$ cat src/rtl/uart_rx_sampler.sv
// uart_rx_sampler
//   UART receive controller. Synchronizes the raw rx pin through two flops,
//   detects the start bit, and samples each bit at its middle using an
//   oversampling tick. Data bits arrive LSB first. The stop bit is checked,
//   and each good byte is handed to the consumer over a valid/ready handshake.
// Ports
//   clk          system clock
//   reset        asynchronous, active-high reset
//   rx           raw asynchronous UART line, idle high
//   rx_data      received byte; stable while rx_valid is high
//   rx_valid     byte available; held until accepted
//   rx_ready     consumer accepts on a clock edge where rx_valid & rx_ready
//   framing_err  1-cycle pulse: stop bit sampled low
//   overrun      1-cycle pulse: byte completed while the previous byte was still held
//   busy         high whenever the receiver is not idle
module uart_rx_sampler #(
  parameter int CLK_FREQ_HZ = 50_000_000,
  parameter int BAUD        = 115200,
  parameter int OVERSAMPLE  = 16,
  parameter int DATA_BITS   = 8
) (
  input  logic                 clk,
  input  logic                 reset,
  input  logic                 rx,
  output logic [DATA_BITS-1:0] rx_data,
  output logic                 rx_valid,
  input  logic                 rx_ready,
  output logic                 framing_err,
  output logic                 overrun,
  output logic                 busy
);

  localparam int TICK_RAW = CLK_FREQ_HZ / (BAUD * OVERSAMPLE);
  localparam int TICK_DIV = (TICK_RAW < 1) ? 1 : TICK_RAW;
  localparam int DIV_W    = (TICK_DIV > 1) ? $clog2(TICK_DIV) : 1;
  localparam int OS_W     = $clog2(OVERSAMPLE);
  localparam int BIT_W    = $clog2(DATA_BITS);

  localparam logic [DIV_W-1:0] DIV_MAX = DIV_W'(TICK_DIV - 1);
  localparam logic [OS_W-1:0]  OS_MAX  = OS_W'(OVERSAMPLE - 1);
  localparam logic [OS_W-1:0]  OS_HALF = OS_W'(OVERSAMPLE / 2 - 1);
  localparam logic [BIT_W-1:0] BIT_MAX = BIT_W'(DATA_BITS - 1);

  typedef enum logic [2:0] {
    ST_IDLE,
    ST_START,
    ST_DATA,
    ST_STOP,
    ST_BRK
  } state_t;

  state_t               state_q, state_d;
  logic                 rx_meta_q, rx_s_q;
  logic [DIV_W-1:0]     div_cnt_q, div_cnt_d;
  logic [OS_W-1:0]      os_cnt_q, os_cnt_d;
  logic [BIT_W-1:0]     bit_cnt_q, bit_cnt_d;
  logic [DATA_BITS-1:0] shift_q, shift_d;
  logic [DATA_BITS-1:0] rx_data_q, rx_data_d;
  logic                 rx_valid_q, rx_valid_d;
  logic                 framing_err_q, framing_err_d;
  logic                 overrun_q, overrun_d;
  logic                 tick;
  logic                 deliver;

  assign tick = (div_cnt_q == DIV_MAX);

  always_comb begin
    state_d       = state_q;
    div_cnt_d     = div_cnt_q;
    os_cnt_d      = os_cnt_q;
    bit_cnt_d     = bit_cnt_q;
    shift_d       = shift_q;
    deliver       = 1'b0;
    framing_err_d = 1'b0;

    if (state_q != ST_IDLE) begin
      div_cnt_d = tick ? '0 : div_cnt_q + DIV_W'(1);
    end

    case (state_q)
      ST_IDLE: begin
        // Divider parked at 0 so the first tick lands TICK_DIV clocks after the edge.
        div_cnt_d = '0;
        if (!rx_s_q) begin
          state_d  = ST_START;
          os_cnt_d = '0;
        end
      end
      ST_START: begin
        if (tick) begin
          if (os_cnt_q == OS_HALF) begin
            os_cnt_d = '0;
            if (!rx_s_q) begin
              state_d   = ST_DATA;
              bit_cnt_d = '0;
            end else begin
              state_d = ST_IDLE;
            end
          end else begin
            os_cnt_d = os_cnt_q + OS_W'(1);
          end
        end
      end
      ST_DATA: begin
        if (tick) begin
          if (os_cnt_q == OS_MAX) begin
            os_cnt_d = '0;
            shift_d  = {rx_s_q, shift_q[DATA_BITS-1:1]};
            if (bit_cnt_q == BIT_MAX) begin
              state_d = ST_STOP;
            end else begin
              bit_cnt_d = bit_cnt_q + BIT_W'(1);
            end
          end else begin
            os_cnt_d = os_cnt_q + OS_W'(1);
          end
        end
      end
      ST_STOP: begin
        if (tick) begin
          if (os_cnt_q == OS_MAX) begin
            os_cnt_d = '0;
            if (rx_s_q) begin
              deliver = 1'b1;
              state_d = ST_IDLE;
            end else begin
              framing_err_d = 1'b1;
              state_d       = ST_BRK;
            end
          end else begin
            os_cnt_d = os_cnt_q + OS_W'(1);
          end
        end
      end
      ST_BRK: begin
        if (rx_s_q) begin
          state_d = ST_IDLE;
        end
      end
      default: state_d = ST_IDLE;
    endcase
  end

  // Output handshake: an accept in the same cycle as a delivery frees the
  // slot, so the new byte replaces the old one without an overrun.
  always_comb begin
    rx_data_d  = rx_data_q;
    rx_valid_d = rx_valid_q;
    overrun_d  = 1'b0;
    if (rx_valid_q && rx_ready) begin
      rx_valid_d = 1'b0;
    end
    if (deliver) begin
      if (!rx_valid_q || rx_ready) begin
        rx_data_d  = shift_q;
        rx_valid_d = 1'b1;
      end else begin
        overrun_d = 1'b1;
      end
    end
  end

  always_ff @(posedge clk or posedge reset) begin
    if (reset) begin
      state_q       <= ST_IDLE;
      rx_meta_q     <= 1'b1;
      rx_s_q        <= 1'b1;
      div_cnt_q     <= '0;
      os_cnt_q      <= '0;
      bit_cnt_q     <= '0;
      shift_q       <= '0;
      rx_data_q     <= '0;
      rx_valid_q    <= 1'b0;
      framing_err_q <= 1'b0;
      overrun_q     <= 1'b0;
    end else begin
      state_q       <= state_d;
      rx_meta_q     <= rx;
      rx_s_q        <= rx_meta_q;
      div_cnt_q     <= div_cnt_d;
      os_cnt_q      <= os_cnt_d;
      bit_cnt_q     <= bit_cnt_d;
      shift_q       <= shift_d;
      rx_data_q     <= rx_data_d;
      rx_valid_q    <= rx_valid_d;
      framing_err_q <= framing_err_d;
      overrun_q     <= overrun_d;
    end
  end

  assign rx_data     = rx_data_q;
  assign rx_valid    = rx_valid_q;
  assign framing_err = framing_err_q;
  assign overrun     = overrun_q;
  assign busy        = (state_q != ST_IDLE);

endmodule
$ cat config.mk
export PLATFORM = sky130hd
export DESIGN_NAME = uart_rx_sampler
export DESIGN_NICKNAME = d
export VERILOG_FILES = /design/src/rtl/uart_rx_sampler.sv
export SDC_FILE = /design/constraint.sdc
export NUM_CORES = 1
export LEC_CHECK = 0
export ABC_AREA = 0
export CAP_MARGIN = 20
export CORE_MARGIN = 10
export CORE_UTILIZATION = 55
export DETAILED_ROUTE_END_ITERATION = 7
export PLACE_DENSITY = 0.77
export SLEW_MARGIN = 5
export SYNTH_ARGS = -nofsm -noshare
export SYNTH_HDL_FRONTEND = slang
export SYNTH_SLANG_ARGS = --single-unit
$ cat constraint.sdc
create_clock -name clk -period 2.1 [get_ports clk]
set_input_delay 0.525 -clock clk [delete_from_list [all_inputs] [get_ports clk]]
set_output_delay 0.525 -clock clk [all_outputs]
set_load 0.01 [all_outputs]
# Yosys cells after proc, flatten, opt, wreduce, memory -nomap -nowiden
# Index checks and enable logic that the tools add are counted.
# word_totals
reg_bits,36
out_inout_bits,12
in_bits,4
# op_classes
n_eq_ne,20
n_addsub,3
reduce_logical,14
mux,41
# ops
cell,n
two-way mux 3 bit,16
inequality test 2 bit (second input constant),11
two-way mux 4 bit,5
two-way mux 5 bit,3
one-hot mux 3 bit (5 select lines),1
two-way mux 1 bit,13
one-hot mux 4 bit (3 select lines),1
AND reduction 9 bit,1
AND reduction 7 bit,1
== test 3 x 2 -> 1 bit (second input constant),2
== test 3 bit (second input constant),2
one-hot mux 3 bit (2 select lines),1
nonzero test 3 bit,2
adder 5 x 1 -> 5 bit (second input constant),1
== test 5 bit (second input constant),1
adder 4 x 1 -> 4 bit (second input constant),1
== test 4 x 3 -> 1 bit (second input constant),1
== test 4 bit (second input constant),1
AND reduction 4 bit,1
nonzero test 2 bit,2
adder 3 x 1 -> 3 bit (second input constant),1
== test 3 x 1 -> 1 bit (second input constant),1
zero test 3 bit,1
AND reduction 3 bit,1
7 further kinds,7

# Logic depth before layout (Yosys ltp)
# Gate-level depths: netlist of run 1.
# depth
word_depth,5
depth_mapped,7
ltp_nobuf,6

# Least setup slack after synthesis of run 1
# OpenSTA, ideal clock, no wires.
# synth_path
path_type,reg-to-reg
from,reg div_cnt_q[0]
to,reg rx_data_q[1] (netlist: rx_data[1])
stages_incl_launch_ff,8
setup_time_ps,125
path_slack_ps,187
arrival_ps,1788
required_ps,1975
cell_sequence,dfrtp_1 -> inv_1 -> ha_1 -> nand4b_2 -> nor4_1 -> and3_1 -> buf_2 -> mux2_2
# synth_via
elab_chain_cells,4
# synth_rtl
item,line_no,text
start: declaration,54,"logic [DIV_W-1:0] div_cnt_q, div_cnt_d;"
start signal: assignment,180,div_cnt_q <= div_cnt_d;
== test 5 bit,65,assign tick = (div_cnt_q == DIV_MAX);
two-way mux 1 bit,120,if (tick) begin
two-way mux 1 bit,80,case (state_q)
AND reduction 2 bit (no source line),--,
end signal: assignment,184,rx_data_q <= rx_data_d;
end: declaration,58,"logic [DATA_BITS-1:0] rx_data_q, rx_data_d;"
# No other way between the ends.
# A chain may end at the register's enable or synchronous reset.

# Final worst setup path of run 1
# Same ends and word-level chain as after synthesis.

==> impl_metrics.env, run 1 <==
export IMPL_synth_seq_area_share=0.5708
export IMPL_critPathLaunch="div_cnt_q[0]"
export IMPL_hold_path_class="flop to flop"
export IMPL_yosysWarnings=0
export IMPL_rr_worst_depth=7
export IMPL_worstSetupEndpoint="rx_data[1]"
export IMPL_worstPathArrival_ns=2.18
export IMPL_ir_drop_v=0.0005930
export IMPL_ys_flop_type="dfrtp_1"
export IMPL_drcViolationCount=0
export IMPL_track_usage=0.1203
export IMPL_clkSlewWorstSetupHoldPaths_ns=0.11
export IMPL_cts_hold_buf=0
export IMPL_crit_required_ns=2.33
export IMPL_fin_tns_setup_ns=0
export IMPL_avgSynthCellArea_sq_um=12.46
export IMPL_die_y_microns=73.65
export IMPL_synth_simple_gate_area_share=0.1431
export IMPL_root_buffer="clkbuf_4"
export IMPL_tightest_slew_ns=0.4330
export IMPL_synth_edf_count=0
export IMPL_hold_viol=0
export IMPL_antennaDiodeCount=0
export IMPL_cp_end_kind="flop"
export IMPL_cts_sinks=36
export IMPL_synthArstFlopShare=1.000
export IMPL_fp_row_count=19
export IMPL_p_leak_nw=0.9312
export IMPL_avgViaCountPerCell=5.631
export IMPL_drive_above_1_share=0.2821
export IMPL_synth_area_sq_mm=0.001583
export IMPL_cts_inserted_buffers=5
export IMPL_r2r_end="rx_data[1]"
export IMPL_synthAdderAreaFrac=0.03953
export IMPL_drtPass1Iterations=4
export IMPL_max_slew_margin=0.7113
export IMPL_maxSlewViolCount=0
export IMPL_pin_count=16
export IMPL_r2r_start="div_cnt_q[0]"
export IMPL_cts_tree="yes"
export IMPL_grt_util_met3=0.04711
export IMPL_status="complete, no violations"
export IMPL_antenna_found_initial=0
export IMPL_synthToLayoutAreaGrowth_pct=20.87
export IMPL_ant_nets=0
export IMPL_crit_fanout=8
export IMPL_numPortBuffers=15
export IMPL_fin_skew_ns=0.008324
export IMPL_grt_pass1_wl_microns=5002
export IMPL_grt_max_degree=37
export IMPL_fp_coreArea_sq_mm=0.002758
export IMPL_dieArea_sq_mm=0.005424
export IMPL_holdWs_ns=0.3633
export IMPL_dr_total_vias=1053
export IMPL_total_power_w=0.001197
export IMPL_fmax_mhz=514.2
export IMPL_synth_compound_area_frac=0.07352
export IMPL_setup_viol=0
export IMPL_ys_seq_elements=36
export IMPL_reg2reg_slack_ns=0.16
export IMPL_startpoint_type="flop"
export IMPL_clk_path_buf_depth=2
export IMPL_grt_pass1_vias=1090
export IMPL_synth_mux_area_frac=0.1209
export IMPL_nFillCells=194
export IMPL_synth_top_family_by_area="simple AND/OR/NAND/NOR gates"
export IMPL_use_met1=0.1355
export IMPL_rsz0062_at_grt="no"
export IMPL_fin_crit_sh=0.9262
export IMPL_critical_path_class="flop to flop"
export IMPL_place_hpwl_microns=2191
export IMPL_maxCapViolations=0
export IMPL_place_congestion=0.8265
export IMPL_yosys_area_share_xor_xnor=0.02213
export IMPL_final_nets=164
export IMPL_setup_slack_ns=0.1551
export IMPL_layout_min_cycle_time_ns=1.945
export IMPL_floorplan_initialDensity=0.5740
export IMPL_gr_usage_met2=0.1951
export IMPL_wl_per_cell_microns=15.73
export IMPL_dp_slack_ns=0.1586
export IMPL_power_density_mw_per_mm2=625.9
export IMPL_htree_levels=2
export IMPL_synth_nets=136
export IMPL_top_usage_layer="met2"
export IMPL_yosysUniqueCellTypes=36
export IMPL_drt_iter0_drc=52
export IMPL_syn_inst=127
export IMPL_clock_latency_ns=0.35
export IMPL_die_w_microns=73.65
export IMPL_grt_overflow_total=0
export IMPL_wirelength_microns=2941
==> cell usage in the layout, fill, tap and decap left out, drive strengths merged, types with 3 or more instances in the layout <==
cell type | netlist | layout
ha | 5 | 5
mux2 | 17 | 17
nor4 | 5 | 5
dfrtp | 34 | 34
inv | 5 | 5
clkdlybuf4s50 | 0 | 14
clkbuf | 2 | 5
nand3 | 3 | 3
o21ai | 3 | 3
nor2 | 10 | 10
nand2 | 10 | 10
buf | 3 | 11
==> metal layers <==
layer	vias up	share of wire
met3	8	0.046
met5	-	0
li1	515	-
met4	0	0.019
met1	512	0.42
met2	18	0.51
==> state kept, by name, summed over array words and instances (netlist names) <==
| signal | flops |
|---|---|
| rx_data | 8 |
| bit_cnt_q | 3 |
| state_q | 3 |
| os_cnt_q | 4 |
| div_cnt_q | 5 |
| framing_err | 1 |
| rx_valid | 1 |
| rx_meta_q | 1 |
| shift_q | 8 |
| rx_s_q | 1 |
| overrun | 1 |
==> synthesized netlist by cell type, types with 2 or more instances <==
library cell | count | area [sq um]
dfrtp_1 | 34 | 850.8
mux2_2 | 15 | 168.9
nand2_1 | 10 | 37.54
nor2_1 | 10 | 37.54
ha_1 | 5 | 62.56
inv_1 | 5 | 18.77
nor4_1 | 4 | 25.02
nand3_1 | 3 | 15.01
o21ai_0 | 3 | 15.01
a22o_1 | 2 | 17.52
a311oi_1 | 2 | 17.52
and3_1 | 2 | 12.51
buf_2 | 2 | 10.01
clkbuf_1 | 2 | 7.510
dfstp_2 | 2 | 52.55
mux2_1 | 2 | 22.52
nor3_1 | 2 | 10.01
or4_1 | 2 | 15.01
xnor2_1 | 2 | 17.52
xor2_1 | 2 | 17.52
==> power by group <==
group	internal [W]	switching, W
Clock	0.000248	0.000230
Sequential	0.000696	0.00000218
Combinational	0.00000688	0.0000139
Total	0.000951	0.000246
==> critical path, cell delays in order, from the launching register on <==
cell      delay [ns]
dfrtp_1         0.42
inv_1           0.07
ha_1            0.16
nand4b_2        0.13
nor4_1          0.34
and3_1          0.21
buf_4           0.17
mux2_2          0.34
==> area by class of cell <==
class / instances / area [sq um] / area share
multi-input cells: 81 / 634.4 / 0.3316
repair buffers: 26 / 235.2 / 0.1230
inverters: 5 / 18.77 / 0.009810
clock buffers: 5 / 37.54 / 0.01962
well taps: 31 / 38.79 / 0.02027
flip-flops and latches: 36 / 905.9 / 0.4735
clock inverters: 3 / 42.54 / 0.02224
==> cell families after synthesis <==
| family | after synthesis |
|---|---|
| AND/OR/NAND/NOR | 40 |
| flip-flops | 36 |
| multiplexers | 17 |
| AO/OA/AOI/OAI | 15 |
| buffers and inverters | 10 |
| adder cells (fa/ha/maj) | 5 |
| XOR/XNOR | 4 |
==> through the flow <==
step / instances / area (sq um) / util
2_1_floorplan: 127 / 1583 / -
5_1_grt: 187 / 1913 / 0.6937
6_report: 187 / 1913 / 0.6937
4_1_cts: 185 / 1892 / 0.6860
3_5_place_dp: 177 / 1810 / 0.6565
3_3_place_gp: 177 / 1810 / 0.6565
==> how the worst min path moves through the flow <==
stage	end	cells past startpoint	slack (ns)	startpoint
finish	rx_s_q	0	0.36	rx_meta_q
global placement	rx_s_q	0	0.35	rx_meta_q
detailed placement	rx_s_q	0	0.35	rx_meta_q
floorplan	rx_s_q	0	0.35	rx_meta_q
global route	rx_s_q	0	0.37	rx_meta_q
CTS	rx_s_q	0	0.36	rx_meta_q
==> timing repair <==
item | 4_1_cts | 5_1_grt
setup buffers | 0 | 2
gates resized for setup | 1 | 3
setup endpoints to repair | 1 | 1
Note: power is estimated with default switching activity, not from simulation.
==> inputs of run 2 (changes only) <==
- CORE_UTILIZATION: 55 -> 59
- PLACE_DENSITY: 0.77 -> 0.82
- clock period: 2.1 -> 2.4 ns (I/O delays scaled with it)
==> impl_metrics.env, run 2 (synthesis results as in run 1) <==
export IMPL_final_nets=156
export IMPL_avgViaCountPerCell=5.742
export IMPL_maxSlewViolCount=0
export IMPL_clkSlewWorstSetupHoldPaths_ns=0.11
export IMPL_place_congestion=0.7887
export IMPL_cts_inserted_buffers=5
export IMPL_nFillCells=177
export IMPL_ant_nets=0
export IMPL_most_common_layout_cells="dfrtp_1 (34), mux2_2 (15), clkdlybuf4s50_1 (15)"
export IMPL_grt_pass1_vias=1064
export IMPL_drive_above_1_share=0.2230
export IMPL_numPortBuffers=15
export IMPL_drcViolationCount=0
export IMPL_clock_latency_ns=0.34
export IMPL_post_cts_setup_buffers=0
export IMPL_rsz0062_at_grt="no"
export IMPL_antennaDiodeCount=0
export IMPL_fin_crit_sh=0.9509
export IMPL_pin_count=16
export IMPL_root_buffer="clkbuf_4"
export IMPL_cts_tree="yes"
export IMPL_drt_iter0_drc=98
export IMPL_fin_tns_setup_ns=0
export IMPL_htree_levels=2
export IMPL_synthToLayoutAreaGrowth_pct=16.52
export IMPL_cp_end_kind="primary output"
export IMPL_clk_path_buf_depth=2
export IMPL_startpoint_type="flop"
export IMPL_place_hpwl_microns=1998
export IMPL_hold_path_class="flop to flop"
export IMPL_antenna_found_initial=0
export IMPL_power_density_mw_per_mm2=571.4
export IMPL_min_delay_start="rx_meta_q"
export IMPL_grt_max_degree=37
export IMPL_worstPathArrival_ns=1.68
export IMPL_track_usage=0.1178
export IMPL_fp_coreArea_sq_mm=0.002522
export IMPL_maxCapViolations=0
export IMPL_final_common_cell="dfrtp_1"
export IMPL_fin_skew_ns=0.01190
export IMPL_max_slew_margin=0.7124
export IMPL_stdcell_count=178
export IMPL_crit_fanout=10
export IMPL_hold_viol=0
export IMPL_floorplan_initialDensity=0.6275
export IMPL_status="complete, no violations"
export IMPL_ir_drop_v=0.0006269
export IMPL_layout_min_cycle_time_ns=2.282
export IMPL_p_leak_nw=0.8945
export IMPL_tightest_slew_ns=0.4315
export IMPL_wirelength_microns=2783
export IMPL_cts_resized_gates=0
export IMPL_crit_required_ns=1.80
export IMPL_wl_per_cell_microns=15.63
export IMPL_critical_path_class="flop to primary output"
export IMPL_place_inst=170
export IMPL_die_y_microns=71.80
export IMPL_cts_hold_buf=0
export IMPL_cts_sinks=36
export IMPL_fp_row_count=18
export IMPL_dieArea_sq_mm=0.005155
export IMPL_r2r_start="div_cnt_q[0]"
export IMPL_die_w_microns=71.80
export IMPL_dr_total_vias=1022
export IMPL_fmax_mhz=438.2
export IMPL_grt_pass1_wl_microns=4830
export IMPL_setup_viol=0
export IMPL_grt_overflow_total=0
export IMPL_drtPass1Iterations=5
export IMPL_critPathLaunch="state_q[0]"
## run 2: cell count changes in the layout (fill, tap and decap cells not counted)
cell	previous run	this run
buf_4	11	3
clkdlybuf4s50_1	14	15
dfrtp_2	2	0
dfrtp_1	32	34
nor2_1	9	10
nor2_2	1	0
dlymetal6s2s_1	1	0
## run 2: path summary, 6_finish.rpt
check                                     to  slack (ns)  cells past startpoint
worst max-delay path                    busy        0.12                      3
worst min-delay path                  rx_s_q        0.37                      0
worst max register to register    rx_data[6]        0.21                      6
worst min register to register        rx_s_q        0.37                      0
max in group asynchronous          rx_meta_q        1.41                      3
min in group asynchronous       div_cnt_q[2]        0.64                      3
## run 2: area by class of cell
class / instances / area (sq um) / area share
sequential: 36 / 903.4 / 0.4898
clock inverter: 3 / 42.54 / 0.02307
inverter: 5 / 18.77 / 0.01018
multi-input combinational: 81 / 631.9 / 0.3426
clock buffer: 5 / 37.54 / 0.02035
timing repair buffer: 18 / 172.7 / 0.09362
tap: 30 / 37.54 / 0.02035
## run 2: worst max-delay path: stages, from the launching register on
cell and delay [ns]:
dfrtp_1 0.57, nor2_1 0.11, nand2_1 0.12, clkdlybuf4s50_1 0.54
## run 2: metal layers
layer,up-vias,share of wire,track usage
met5,-,0,0
met4,0,0.0075,0.03871
met3,2,0.071,0.06612
met2,19,0.50,0.2000
met1,508,0.42,0.1195
li1,493,-,-
## run 2: power breakdown
group          internal, W  leakage (nW)  switching [W]
sequential        0.000609         0.471     0.00000193
combinational   0.00000601         0.382      0.0000119
clock             0.000217        0.0412       0.000207
total             0.000833         0.895       0.000221
## run 2: stage by stage
stage	instance area, sq um	hold slack [ns]	setup WS (ns)	total power [W]	util
after floorplan	1583	0.3452	0.4869	0.0006323	-
after global placement	1764	0.3482	0.3116	0.0006414	0.6994
after detailed placement	1764	0.3500	0.2209	0.0006418	0.6994
after CTS	1844	0.3655	0.1207	0.001064	0.7312
after global routing	1844	0.3707	0.03087	0.001093	0.7312
final	1844	0.3658	0.1178	0.001054	0.7312
